$ cat config.mk
export PLATFORM = sky130hd
export DESIGN_NAME = multiplier_cell
export DESIGN_NICKNAME = d
export VERILOG_FILES = /design/src/rtl/multiplier_cell.sv
export SDC_FILE = /design/constraint.sdc
export NUM_CORES = 1
export LEC_CHECK = 0
export CORE_UTILIZATION = 52
export CTS_CLUSTER_SIZE = 10
export DETAILED_ROUTE_END_ITERATION = 10
export PLACE_DENSITY = 0.81
export SYNTH_ARGS = -nofsm -noshare
export SYNTH_HDL_FRONTEND = slang
export SYNTH_SLANG_ARGS = --single-unit
$ cat constraint.sdc
create_clock -name clk -period 6.3 [get_ports clk]
set_input_delay 0.945 -clock clk [delete_from_list [all_inputs] [get_ports clk]]
set_output_delay 0.945 -clock clk [all_outputs]
set_load 0.03 [all_outputs]
$ cat src/rtl/multiplier_cell.sv
// Sequential dot-product cell: one multiply-accumulate per clock over a frame.
// MULTIPLIER_CELL_SATURATE_EN selects a saturating 8-bit result instead of wrap.
module multiplier_cell #(
  parameter int MATRIXSIZE = 5
) (
  input  logic                    clk,
  input  logic                    rst,
  input  logic [MATRIXSIZE*8-1:0] a_flat,
  input  logic [MATRIXSIZE*8-1:0] b_flat,
  output logic [7:0]              o,
  output logic                    valid
);

  localparam int IW = (MATRIXSIZE > 1) ? $clog2(MATRIXSIZE) : 1;
  localparam int AW = 16 + $clog2(MATRIXSIZE) + 1;
  localparam logic [IW-1:0] LAST = IW'(MATRIXSIZE - 1);

  logic [IW-1:0] idx;
  logic [AW-1:0] acc;
  logic [AW-1:0] sum;
  logic [7:0]    el_a;
  logic [7:0]    el_b;
  logic [15:0]   prod;
  logic [7:0]    res;
  logic          first;
  logic          last;

  assign first = (idx == '0);
  assign last  = (idx == LAST);
  assign prod  = el_a * el_b;
  assign sum   = (first ? '0 : acc) + AW'(prod);

`ifdef MULTIPLIER_CELL_SATURATE_EN
  assign res = (|sum[AW-1:8]) ? 8'hFF : sum[7:0];
`else
  assign res = sum[7:0];
`endif

  // Element 0 comes from the live bus; the rest from the frame snapshot.
  if (MATRIXSIZE > 1) begin : g_shadow
    localparam int SW = (MATRIXSIZE - 1) * 8;

    logic [SW-1:0] sh_a;
    logic [SW-1:0] sh_b;

    always_ff @(posedge clk) begin
      if (rst) begin
        sh_a <= '0;
        sh_b <= '0;
      end else if (first) begin
        sh_a <= a_flat[MATRIXSIZE*8-1:8];
        sh_b <= b_flat[MATRIXSIZE*8-1:8];
      end
    end

    always_comb begin
      el_a = a_flat[7:0];
      el_b = b_flat[7:0];
      for (int i = 1; i < MATRIXSIZE; i++) begin
        if (idx == IW'(i)) begin
          el_a = sh_a[(i-1)*8 +: 8];
          el_b = sh_b[(i-1)*8 +: 8];
        end
      end
    end
  end else begin : g_single
    assign el_a = a_flat[7:0];
    assign el_b = b_flat[7:0];
  end

  always_ff @(posedge clk) begin
    if (rst) begin
      idx   <= '0;
      acc   <= '0;
      o     <= '0;
      valid <= 1'b0;
    end else if (last) begin
      idx   <= '0;
      acc   <= '0;
      o     <= res;
      valid <= 1'b1;
    end else begin
      idx   <= idx + IW'(1);
      acc   <= sum;
      valid <= 1'b0;
    end
  end

endmodule

==> impl_metrics.csv <==
group,metric,value,unit
run_status,status,"complete, no violations",
cts,cts_hold_buf,0,
sta,max_freq,167,MHz
cells_and_area,layout_commonest_cell,"nand2_1",
cells_and_area,seqCellArea,1680,um2
worst_setup_path,critical_path_class,"flip-flop to flip-flop",
global_routing,met1_usage,37.6,%
cts,clk_latency,0.36,ns
synth,syn_avg_cell_area,7.82,um2
cells_and_area,fin_util,68.2,%
routing,wl,13000,um
sta,tightest_slew,0.796,ns
floorplanning,die-area,9460,um2
cells_and_area,instances_no_fill,804,
place,dpl.cell_count,788,
sta,slew_viol_final,0,
cells_and_area,fin_nets,813,
power_and_ir_drop,ir_drop,0.000232,V
sta,finClkSkew,0.0109,ns
global_routing,top_usage_layer,"met2",
sta,setup_tns,0,ns
cells_and_area,fill_cells,765,
routing,vias_per_cell,5.42,
synth,ys_types,52,
sta,maxSlewHeadroom,46.9,%
global_routing,grt_use_met3,4.75,%
global_routing,grt_pass1_vias,4379,
routing,wl_per_cell,16.2,um
routing,first_iter_violations,228,
floorplanning,core,8760,um2
sta,hold_violations,0,
place,globalplace.congestion,0.881,
cells_and_area,multiInputGateArea,2720,um2
routing,drt-pass1-iter-count,5,
global_routing,met2_usage,47.8,%
worst_setup_path,required,6.52,ns
global_routing,grt.overflow.total,0,
floorplanning,initial_core_util,53.8,%
cells_and_area,fin_area,5980,um2
sta,fin_crit,5.98,ns
sta,setup_viol,0,
synth,ys_seq_elements,84,
worst_setup_path,end_kind,"flip-flop",
floorplanning,row_count,34,
synth,postSynthCellCount,603,
cts,cts_sinks,84,
place,dp_slack,0.0669,ns
power_and_ir_drop,p_per_area,416,nW/um2
floorplanning,fp.dieW,97.2,um
cts,numCtsBuffers,9,
synth,synth_area,4720,um2
worst_setup_path,cp-startpoint,"idx[1]",
floorplanning,pin_count,91,
synth,synth_ff_type,"dfxtp_1",
worst_setup_path,regToRegStartpoint,"idx[1]",
cts,cts_buffer_depth,2,
worst_setup_path,reg2reg_setup_slack,0.32,ns
worst_setup_path,arrival,6.20,ns
routing,vias,4360,
place,placed_area,5770,um2
floorplanning,die-height,97.2,um
cells_and_area,diodes,0,
cts,clk_pin_slew,0.10,ns
cells_and_area,layout_common_cells,"179 x nand2_1, 89 x clkdlybuf4s50_1, 84 x a21oi_1, 84 x dfxtp_1, 41 x inv_1",
synth,async_flop_share,0,%
cts,htree_levels,3,
cells_and_area,area_delta_synth_final,26.7,%
sta,hold_ws,0.458,ns
flow_run,max_cap_violations,0,
sta,rsz0062_at_grt,"false",
cts,cts_tree,"built",
place,place_hpwl,9830,um
global_routing,antenna_found_initial,0,
worst_setup_path,crit_path_start_kind,"flip-flop",
routing,drc,0,
worst_hold_path,hold_class,"flip-flop to flip-flop",
power_and_ir_drop,p_leak,2.52,nW
global_routing,grt_start_max_net_pins,76,
worst_setup_path,critPathMaxFanout,8,
worst_hold_path,worstHoldStart,"g_shadow.sh_a[0]",
synth,seq_area_frac_synth,35.6,%
sta,fin_crit_sh,94.9,%
power_and_ir_drop,power.total,2.48,mW
global_routing,grt_pass1_wl,21300,um
synth,synth.net_count,725,
routing,ant_nets,0,
synth,synth_enable_flop_cells,0,
place,numPortBuffers,90,
global_routing,grt_usage,28.2,%
synth,yosysWarnings,0,
cts,cts-root-buf,"clkbuf_8",
sta,layout_setup_ws,0.321,ns
cells_and_area,drive_above_1_share,8.62,%
cts,post-cts-setup-buffers,0,
## kinds of logic after synthesis
group | count (synthesis) | share of synthesized area, %
AND/OR/NAND/NOR | 253 | 22.7
AO/OA/AOI/OAI | 131 | 17.6
flip-flops | 84 | 35.6
buffers and inverters | 79 | 7.00
adder cells (fa/ha/maj) | 40 | 13.5
XOR/XNOR | 16 | 3.55
## synth_stat cells, types with 2 or more instances
| library cell | count | area share [%] |
|---|---|---|
| o2111ai_1 | 3 | 0.56 |
| xnor3_1 | 2 | 0.95 |
| fa_1 | 18 | 7.6 |
| nor2_1 | 36 | 2.9 |
| a21o_1 | 2 | 0.32 |
| xnor2_1 | 13 | 2.4 |
| o21ai_0 | 7 | 0.74 |
| inv_1 | 41 | 3.3 |
| ha_1 | 22 | 5.8 |
| dfxtp_1 | 84 | 36 |
| clkbuf_1 | 25 | 2.0 |
| or3b_2 | 3 | 0.56 |
| nand2b_1 | 4 | 0.53 |
| o22ai_1 | 3 | 0.40 |
| a21oi_2 | 2 | 0.37 |
| buf_4 | 3 | 0.48 |
| o22a_1 | 2 | 0.37 |
| o211ai_1 | 3 | 0.48 |
| o221ai_1 | 8 | 1.5 |
| a221oi_1 | 2 | 0.37 |
| nand2_1 | 179 | 14 |
| nand3_1 | 5 | 0.53 |
| a21oi_1 | 84 | 8.9 |
| buf_2 | 6 | 0.64 |
| buf_6 | 2 | 0.48 |
| and2_1 | 14 | 1.9 |
| nor2b_1 | 5 | 0.66 |
## metal layers
metal / routed length [um] / share of wire [%]
met1: 5670 / 44
met2: 6430 / 49
met3: 712 / 5.5
met4: 184 / 1.4
met5: 0 / 0
## path summary, 6_finish.rpt
check                      to  cells after the start
max                      o[7]                     24
min reg2reg  g_shadow.sh_a[0]                      2
min          g_shadow.sh_a[0]                      2
max reg2reg              o[7]                     24
## area by class of cell
class | instances | area share, %
Tap cell | 108 | 2.26
Inverter | 42 | 2.64
Multi-Input combinational cell | 440 | 45.6
Clock inverter | 7 | 1.34
Timing Repair Buffer | 114 | 18.0
Clock buffer | 9 | 2.07
Sequential cell | 84 | 28.1
## critical path, stage by stage, from the launching register on
cell and delay [ns]:
dfxtp_1 0.36, inv_1 0.10, ha_1 0.29, buf_4 0.20, or4b_2 0.60, o2111ai_1 0.17
a21oi_2 0.14, buf_4 0.19, and2_1 0.16, fa_1 0.42, ha_1 0.29, ha_1 0.28
inv_1 0.05, fa_1 0.52, inv_1 0.04, ha_1 0.21, fa_1 0.40, a21o_1 0.19
a21oi_1 0.16, xnor2_1 0.15, xnor2_1 0.17, xnor2_1 0.16, xnor3_1 0.25, xnor2_1 0.26
o31ai_2 0.08
## flip-flops by register name (all words and copies together), names as in the netlist
name / count
g_shadow.sh_b: 32
o: 8
acc: 8
valid: 1
g_shadow.sh_a: 32
idx: 3
## power by group
part           switching, mW  internal (mW)
Sequential            0.0370          0.610
Clock                  0.215          0.189
Combinational          0.800          0.633
## repair_timing
item                                   CTS  global route
resized for setup                        0             2
endpoints found under the hold margin    0             0
setup endpoints to repair                0             2
Note: power is estimated with default switching activity, not from simulation.
